[config.mk]
export PLATFORM = sky130hd
export DESIGN_NAME = keymgr_sideload_sched_flat
export DESIGN_NICKNAME = d
export VERILOG_FILES = /design/src/rtl/keymgr_sideload_sched_pkg.sv /design/src/rtl/keymgr_sideload_sched_if.sv /design/src/rtl/keymgr_sideload_ent_timer.sv /design/src/rtl/keymgr_sideload_sched.sv /design/src/flat_wrapper.sv
export SDC_FILE = /design/constraint.sdc
export NUM_CORES = 1
export LEC_CHECK = 0
export CORE_MARGIN = 2
export CORE_UTILIZATION = 30
export DETAILED_ROUTE_END_ITERATION = 7
export HOLD_SLACK_MARGIN = 0.1
export MAX_ROUTING_LAYER = met4
export PLACE_DENSITY = 0.57
export SKIP_CTS_REPAIR_TIMING = 1
export SLEW_MARGIN = 0
export SYNTH_ARGS = -nofsm -noshare
export SYNTH_HDL_FRONTEND = slang
export SYNTH_SLANG_ARGS = --single-unit
[constraint.sdc]
create_clock -name clk_i -period 2.75 [get_ports clk_i]
set_input_delay 0.55 -clock clk_i [delete_from_list [all_inputs] [get_ports clk_i]]
set_output_delay 0.55 -clock clk_i [all_outputs]
set_load 0.005 [all_outputs]
[src/rtl/keymgr_sideload_sched_pkg.sv]
// Shared types for the keymgr sideload key-slot scheduler.
// Slot count, slot index width, FSM states and one-hot helper.
package keymgr_sideload_sched_pkg;

  localparam int NumSlots = 3;
  localparam int SlotIdxW = $clog2(NumSlots);

  typedef enum logic [2:0] {
    IDLE,
    LOAD,
    ENT,
    CLR,
    DONE
  } sideload_sched_state_e;

  typedef enum logic [SlotIdxW-1:0] {
    SlAes,
    SlKmac,
    SlOtbn
  } sideload_dest_e;

  function automatic logic [NumSlots-1:0] slot_oh(
    input logic [SlotIdxW-1:0] idx,
    input logic                en
  );
    return en ? (NumSlots'(1) << idx) : '0;
  endfunction

endpackage

[src/rtl/keymgr_sideload_sched_if.sv]
// Request/strobe bundle between keymgr, SW/escalation, EDN and key slots.
// slave: the scheduler; master: the requesters and slots around it.
interface keymgr_sideload_sched_if;
  import keymgr_sideload_sched_pkg::*;

  logic                en_i;
  logic                load_req_i;
  logic [SlotIdxW-1:0] load_dest_i;
  logic                load_valid_i;
  logic                load_ack_o;
  logic                clr_req_i;
  logic [NumSlots-1:0] clr_sel_i;
  logic                clr_ack_o;
  logic                ent_req_o;
  logic                ent_ack_i;
  logic [NumSlots-1:0] slot_set_o;
  logic [NumSlots-1:0] slot_set_en_o;
  logic [NumSlots-1:0] slot_clr_o;
  logic                busy_o;
  logic                err_o;

  modport slave (
    input  en_i, load_req_i, load_dest_i,
    input  load_valid_i, clr_req_i, clr_sel_i,
    input  ent_ack_i,
    output load_ack_o, clr_ack_o, ent_req_o,
    output slot_set_o, slot_set_en_o,
    output slot_clr_o, busy_o, err_o
  );

  modport master (
    output en_i, load_req_i, load_dest_i,
    output load_valid_i, clr_req_i, clr_sel_i,
    output ent_ack_i,
    input  load_ack_o, clr_ack_o, ent_req_o,
    input  slot_set_o, slot_set_en_o,
    input  slot_clr_o, busy_o, err_o
  );

endinterface

[src/rtl/keymgr_sideload_ent_timer.sv]
// Entropy wait timer: cleared by load_i, counts while cnt_en_i,
// expired_o high during the Timeout-th counted cycle.
module keymgr_sideload_ent_timer #(
  parameter int Timeout = 16
) (
  input  logic clk_i,
  input  logic rst_i,
  input  logic load_i,
  input  logic cnt_en_i,
  output logic expired_o
);

  localparam int CntW = $clog2(Timeout + 1);

  logic [CntW-1:0] cnt_q;

  assign expired_o = (cnt_q == CntW'(Timeout - 1));

  always_ff @(posedge clk_i) begin
    if (rst_i || load_i) begin
      cnt_q <= '0;
    end else if (cnt_en_i && !expired_o) begin
      cnt_q <= cnt_q + 1'b1;
    end
  end

endmodule

[src/rtl/keymgr_sideload_sched.sv]
// Sideload slot set/clear sequencer with EDN refresh before clears.
// KEYMGR_SIDELOAD_SCRUB_EN: en_i falling edge queues an all-slot clear.
module keymgr_sideload_sched
  import keymgr_sideload_sched_pkg::*;
#(
  parameter int EntTimeout = 16
) (
  input logic                    clk_i,
  input logic                    rst_i,
  keymgr_sideload_sched_if.slave bus
);

  localparam logic [SlotIdxW-1:0] LastIdx =
    SlotIdxW'(NumSlots - 1);

  sideload_sched_state_e state_q;
  logic [SlotIdxW-1:0]   idx_q;
  logic [SlotIdxW-1:0]   idx_nxt;
  logic [NumSlots-1:0]   sel_q;
  logic [NumSlots-1:0]   set_q;
  logic [NumSlots-1:0]   set_en_q;
  logic [NumSlots-1:0]   clr_q;
  logic                  int_q;
  logic                  load_ack_q;
  logic                  clr_ack_q;
  logic                  ent_req_q;
  logic                  err_q;
  logic                  tmo;
  logic                  dest_bad;
  logic                  scrub_pend;

  assign idx_nxt  = idx_q + 1'b1;
  assign dest_bad =
    ({{(32-SlotIdxW){1'b0}}, bus.load_dest_i} >= 32'(NumSlots));

  keymgr_sideload_ent_timer #(
    .Timeout (EntTimeout)
  ) u_ent_timer (
    .clk_i     (clk_i),
    .rst_i     (rst_i),
    .load_i    (state_q != ENT),
    .cnt_en_i  (state_q == ENT),
    .expired_o (tmo)
  );

`ifdef KEYMGR_SIDELOAD_SCRUB_EN
  logic en_q;
  logic scrub_q;

  always_ff @(posedge clk_i) begin
    if (rst_i) begin
      en_q    <= 1'b0;
      scrub_q <= 1'b0;
    end else begin
      en_q <= bus.en_i;
      if (en_q && !bus.en_i) begin
        scrub_q <= 1'b1;
      end else if (state_q == IDLE) begin
        scrub_q <= 1'b0;
      end
    end
  end

  assign scrub_pend = scrub_q;
`else
  assign scrub_pend = 1'b0;
`endif

  always_ff @(posedge clk_i) begin
    if (rst_i) begin
      state_q    <= IDLE;
      idx_q      <= '0;
      sel_q      <= '0;
      int_q      <= 1'b0;
      set_q      <= '0;
      set_en_q   <= '0;
      clr_q      <= '0;
      load_ack_q <= 1'b0;
      clr_ack_q  <= 1'b0;
      ent_req_q  <= 1'b0;
      err_q      <= 1'b0;
    end else begin
      set_q      <= '0;
      set_en_q   <= '0;
      clr_q      <= '0;
      load_ack_q <= 1'b0;
      clr_ack_q  <= 1'b0;
      unique case (state_q)
        IDLE: begin
          if (scrub_pend) begin
            state_q   <= ENT;
            ent_req_q <= 1'b1;
            sel_q     <= '1;
            int_q     <= 1'b1;
          end else if (bus.clr_req_i) begin
            state_q   <= ENT;
            ent_req_q <= 1'b1;
            sel_q     <= bus.clr_sel_i;
            int_q     <= 1'b0;
          end else if (bus.load_req_i) begin
            state_q    <= LOAD;
            load_ack_q <= 1'b1;
            if (dest_bad) begin
              err_q <= 1'b1;
            end else if (bus.en_i) begin
              set_q    <= slot_oh(bus.load_dest_i, 1'b1);
              set_en_q <= slot_oh(bus.load_dest_i,
                                  bus.load_valid_i);
            end
          end
        end
        LOAD: state_q <= IDLE;
        ENT: begin
          // A late ack on the timeout cycle still counts as fresh
          if (bus.ent_ack_i || tmo) begin
            state_q   <= CLR;
            ent_req_q <= 1'b0;
            idx_q     <= '0;
            clr_q     <= slot_oh('0, sel_q[0]);
            if (!bus.ent_ack_i) err_q <= 1'b1;
          end
        end
        CLR: begin
          if (idx_q == LastIdx) begin
            state_q   <= DONE;
            clr_ack_q <= !int_q;
          end else begin
            idx_q <= idx_nxt;
            clr_q <= slot_oh(idx_nxt, sel_q[idx_nxt]);
          end
        end
        DONE: state_q <= IDLE;
        default: state_q <= IDLE;
      endcase
    end
  end

  // Set strobes follow en_i live so a drop during LOAD kills them
  assign bus.slot_set_o    = set_q & {NumSlots{bus.en_i}};
  assign bus.slot_set_en_o = set_en_q & {NumSlots{bus.en_i}};
  assign bus.slot_clr_o    = clr_q;
  assign bus.load_ack_o    = load_ack_q;
  assign bus.clr_ack_o     = clr_ack_q;
  assign bus.ent_req_o     = ent_req_q;
  assign bus.busy_o        = (state_q != IDLE);
  assign bus.err_o         = err_q;

endmodule

[src/flat_wrapper.sv]
// flat-port wrapper written by rule: the top's interface ports become plain ports
module keymgr_sideload_sched_flat import keymgr_sideload_sched_pkg::*;
#(
  parameter int EntTimeout = 16
)
  (clk_i, rst_i, bus_en_i, bus_load_req_i, bus_load_dest_i, bus_load_valid_i, bus_clr_req_i, bus_clr_sel_i, bus_ent_ack_i, bus_load_ack_o, bus_clr_ack_o, bus_ent_req_o, bus_slot_set_o, bus_slot_set_en_o, bus_slot_clr_o, bus_busy_o, bus_err_o);
  keymgr_sideload_sched_if bus_i ();
  input logic clk_i;
  input logic rst_i;
  input wire logic [$bits(bus_i.en_i)-1:0] bus_en_i;
  input wire logic [$bits(bus_i.load_req_i)-1:0] bus_load_req_i;
  input wire logic [$bits(bus_i.load_dest_i)-1:0] bus_load_dest_i;
  input wire logic [$bits(bus_i.load_valid_i)-1:0] bus_load_valid_i;
  input wire logic [$bits(bus_i.clr_req_i)-1:0] bus_clr_req_i;
  input wire logic [$bits(bus_i.clr_sel_i)-1:0] bus_clr_sel_i;
  input wire logic [$bits(bus_i.ent_ack_i)-1:0] bus_ent_ack_i;
  output wire logic [$bits(bus_i.load_ack_o)-1:0] bus_load_ack_o;
  output wire logic [$bits(bus_i.clr_ack_o)-1:0] bus_clr_ack_o;
  output wire logic [$bits(bus_i.ent_req_o)-1:0] bus_ent_req_o;
  output wire logic [$bits(bus_i.slot_set_o)-1:0] bus_slot_set_o;
  output wire logic [$bits(bus_i.slot_set_en_o)-1:0] bus_slot_set_en_o;
  output wire logic [$bits(bus_i.slot_clr_o)-1:0] bus_slot_clr_o;
  output wire logic [$bits(bus_i.busy_o)-1:0] bus_busy_o;
  output wire logic [$bits(bus_i.err_o)-1:0] bus_err_o;
  assign bus_i.en_i = bus_en_i;
  assign bus_i.load_req_i = bus_load_req_i;
  assign bus_i.load_dest_i = bus_load_dest_i;
  assign bus_i.load_valid_i = bus_load_valid_i;
  assign bus_i.clr_req_i = bus_clr_req_i;
  assign bus_i.clr_sel_i = bus_clr_sel_i;
  assign bus_i.ent_ack_i = bus_ent_ack_i;
  assign bus_load_ack_o = bus_i.load_ack_o;
  assign bus_clr_ack_o = bus_i.clr_ack_o;
  assign bus_ent_req_o = bus_i.ent_req_o;
  assign bus_slot_set_o = bus_i.slot_set_o;
  assign bus_slot_set_en_o = bus_i.slot_set_en_o;
  assign bus_slot_clr_o = bus_i.slot_clr_o;
  assign bus_busy_o = bus_i.busy_o;
  assign bus_err_o = bus_i.err_o;
  keymgr_sideload_sched #(.EntTimeout(EntTimeout)) u_core (.clk_i(clk_i), .rst_i(rst_i), .bus(bus_i));
endmodule
==> summary.md <==
| Metric | Value |
|---|---|
| Clk_skew | `0.00709 ns` |
| Worst Slack Setup Final | `about 0.4 ns` |
| Port Buffers | `25` |
| Final hold violation count | `0` |
| Diode count | `0` |
| R2R Setup Slk | `0.88 ns` |
| Synthesized instance count | `approximately 120` |
| Worst-Margin Slew | `0.571 ns` |
| Worst setup startpoint | `bus_en_i` |
| First-pass DRT Iterations | `4` |
| Share of cells above drive strength 1 | `6.21%` |
| Syn Std Cell Area | `1170 um2` |
| Met1 WL | `1060 um` |
| Maxcap violations | `0` |
| Seq. cell area | `520 um2` |
| Synth cell types | `33` |
| Pwr/cell area | `472 nW/um2` |
| Synth Area per Inst | `9.64 um2` |
| DRT antenna net count | `0` |
| Placement Setup Slack | `0.381 ns` |
| Cell chain of the critical path | `clkdlybuf4s50_1 -> and2_1 -> clkdlybuf4s50_1` |
| Drt drc | `0` |
| Sequential power share | `between 50% and 60%` |
| Core Box Area | `3690 um2` |
| Commonest non-fill, non-tap cell in the layout | `dfxtp_1` |
| Slowest stage delay, CP | `approximately 0.6 ns` |
| Flops & latches, synth | `26` |
| Multi-input combinational cell area | `about 600 um2` |
| DRT iter0 DRCs | `10` |
| Clock power frac | `~29%` |
| Filler cell count | `around 380` |
| Sum Neg Setup Slack | `0 ns` |
| Psw | `0.000167 W` |
| Buffers & Inverters on Critical Path | `2` |
| Root Buffer | `clkbuf_8` |
| Tightest Hold Check Type | `flip-flop to flip-flop` |
| Ys Warns | `0` |
| Vias per cell | `approximately 4.7` |
| Crit path depth | `3` |
| Leakage | `between 0.5 and 0.6 nW` |
| Final-report setup violation count | `0` |
| Total wire length | `between 2000 and 2500 um` |
| Vias in the first global route | `898` |
| Sequential area share after synthesis | `44.6%` |
| Vias | `905` |
| Row Count | `22` |
| First-pass GRT wire length | `3790 um` |
| Slew HR | `between 60% and 70%` |
| Logic pwr share | `13.7%` |
| Most frequent CP cell | `clkdlybuf4s50_1` |
| Crit path to | `bus_slot_set_en_o[0]` |
| Gpl congestion | `0.842` |
| WL met2 | `around 950 um` |
| Largest net degree at the start of global routing | `14` |
| CTS tree | `built` |
| Setup crit start kind | `input port` |
| Avg WL per Cell | `11.2 um` |
| Final slew viol count | `0` |
| Worst-Skew Late Latency | `0.26 ns` |
| Setup crit end kind | `output pin` |
| Pint | `0.000541 W` |
| Most frequent cells in the layout | `dfxtp_1 (26), clkdlybuf4s50_1 (25), nor2_1 (14), and2_1 (8), inv_1 (7)` |
| Grt total ovfl | `0` |
| Worst Reg2Reg Path Length in Cells | `6` |
| Slowest stage cell, crit path | `clkdlybuf4s50_1` |
| Initial antenna violation count | `0` |
| Post-synth net total | `between 100 and 150` |
| CP required | `2.20 ns` |
| Die Ht | `approximately 66 um` |
| HPWL Detailed | `1660 um` |
| Highest metal used | `met4` |
| Max clock buf depth | `2` |
| Setup CP Type | `input port to output pin` |
| Crit-path max FO | `10` |
| Peak supply drop | `about 0.15 mV` |
| Critical Path AT | `1.81 ns` |
| Total CTS buffers | `3` |
| Net Sw Frac | `23.6%` |
| Clk pin slew, worst setup/hold paths | `0.08 ns` |
| CTS H-tree depth | `1` |
| Final min period | `2.36 ns` |
| Nets | `165` |
| Area Growth Syn to Fin | `28.9%` |
| RSZ-0062 raised after global routing | `no` |
| Initial Util | `31.6%` |
| GRT Util Overall | `11.2%` |
| IO Pins | `26` |
| Period utilisation layout | `85.7%` |
| Crit path max-delay family | `buffers and inverters` |
| Die W | `between 60 and 70 um` |
| Worst reg2reg endpoint | `u_core.bus.slot_clr_o[0]` |
| RR Startpoint | `u_core.u_ent_timer.cnt_q[0]` |
| Fmax | `424 MHz` |
| Status | `complete, no violations` |
| Die area | `4400 um2` |
| Metal3 WL | `104 um` |
| Sink Count | `26` |
[cells by family (layout without fill, tap and decap cells)]
family	count (synthesis)	count (layout)	synth area share [%]
simple gates	55	55	30.8
flops	26	26	44.6
compound gates	14	14	7.62
buf+inv	12	36	3.86
fa+ha+maj	6	6	6.44
mux	5	5	4.40
xor+xnor	3	3	2.25
[worst min-delay path, stage by stage, from the launching register on]
cell,delay [ns]
dfxtp_1,0.32
o31ai_1,0.06
a21oi_1,0.06
[through the flow]
| step | util, % | cell area, um2 | cells | hold slack, ns | total power [W] |
|---|---|---|---|---|---|
| 2_1_floorplan | - | 1170 | 121 | 0.452 | 0.000469 |
| 3_3_place_gp | 39.6 | 1460 | 190 | 0.464 | 0.000511 |
| 3_5_place_dp | 39.6 | 1460 | 190 | 0.468 | 0.000512 |
| 4_1_cts | 40.7 | 1500 | 193 | 0.488 | 0.000720 |
| 5_1_grt | 40.7 | 1500 | 193 | 0.519 | 0.000744 |
| 6_report | 40.7 | 1500 | 193 | 0.482 | 0.000709 |
[routing by layer]
layer / track usage [%] / vias to the layer above
met2: 17.6 / 26
met5: - / -
met1: 13.9 / 404
met3: 1.53 / 5
met4: 6.12 / 0
li1: - / 470
[layout make-up]
class / count / area share [%]
clock buffer: 3 / 2.75
inverter: 8 / 2.00
multi-input combinational: 83 / 40.0
sequential: 26 / 34.6
tap: 48 / 4.00
timing repair buffer: 25 / 16.7
[flip-flops by register name, summed over array words and instances (netlist names)]
register	flops
u_core.u_ent_timer.cnt_q	5
u_core.bus.ent_req_o	1
u_core.bus.slot_clr_o	3
u_core.set_en_q	3
u_core.sel_q	3
u_core.bus.err_o	1
u_core.state_q	3
u_core.bus.clr_ack_o	1
u_core.bus.load_ack_o	1
u_core.idx_q	2
u_core.set_q	3
[power groups by stage]
stage | sequential [W] | combinational [W] | clock [W]
floorplan | 0.000405 | 0.0000632 | 0
global placement | 0.000415 | 0.0000966 | 0
detailed placement | 0.000415 | 0.0000970 | 0
CTS | 0.000406 | 0.0000981 | 0.000216
global route | 0.000410 | 0.000108 | 0.000226
finish | 0.000406 | 0.0000971 | 0.000205
[cell usage after synthesis]
| library cell | count | share of area (%) |
|---|---|---|
| clkbuf_1 | 4 | 1.3 |
| and2_1 | 8 | 4.3 |
| nor3b_1 | 3 | 1.9 |
| ha_1 | 6 | 6.4 |
| o31ai_1 | 4 | 2.6 |
| nor2b_1 | 1 | 0.54 |
| and4bb_1 | 1 | 1.1 |
| nor2_1 | 14 | 4.5 |
| inv_1 | 7 | 2.3 |
| inv_2 | 1 | 0.32 |
| or4_1 | 1 | 0.64 |
| or3_1 | 1 | 0.54 |
| nand4bb_1 | 1 | 0.97 |
| nand2b_1 | 5 | 2.7 |
| o22ai_1 | 1 | 0.54 |
| xnor2_1 | 1 | 0.75 |
| and3_1 | 2 | 1.1 |
| and4b_1 | 2 | 1.7 |
| nor4_1 | 2 | 1.1 |
| nor3_1 | 2 | 0.86 |
| a21oi_1 | 6 | 2.6 |
| mux2_2 | 1 | 0.97 |
| a32o_1 | 1 | 0.86 |
| dfxtp_1 | 26 | 45 |
| nor4b_2 | 3 | 3.9 |
| nand2_1 | 5 | 1.6 |
| mux2i_1 | 4 | 3.4 |
| o21ai_0 | 1 | 0.43 |
| or3_4 | 1 | 0.97 |
| nand4b_1 | 1 | 0.75 |
| xor2_1 | 2 | 1.5 |
| a21o_1 | 1 | 0.64 |
| nor4bb_1 | 2 | 1.7 |
[worst min-delay path by stage]
stage                               startpoint              endpoint  cells past startpoint  slack [ns]
after floorplan                u_core.sel_q[1]       u_core.sel_q[1]                      2        0.45
after detailed placement  u_core.bus.ent_req_o  u_core.bus.ent_req_o                      2        0.47
after CTS                 u_core.bus.ent_req_o  u_core.bus.ent_req_o                      2        0.49
after global routing      u_core.bus.ent_req_o  u_core.bus.ent_req_o                      2        0.52
final                     u_core.bus.ent_req_o  u_core.bus.ent_req_o                      2        0.48
after global placement    u_core.bus.ent_req_o  u_core.bus.ent_req_o                      2        0.46
No activity file was read; power rests on OpenSTA's default activity.
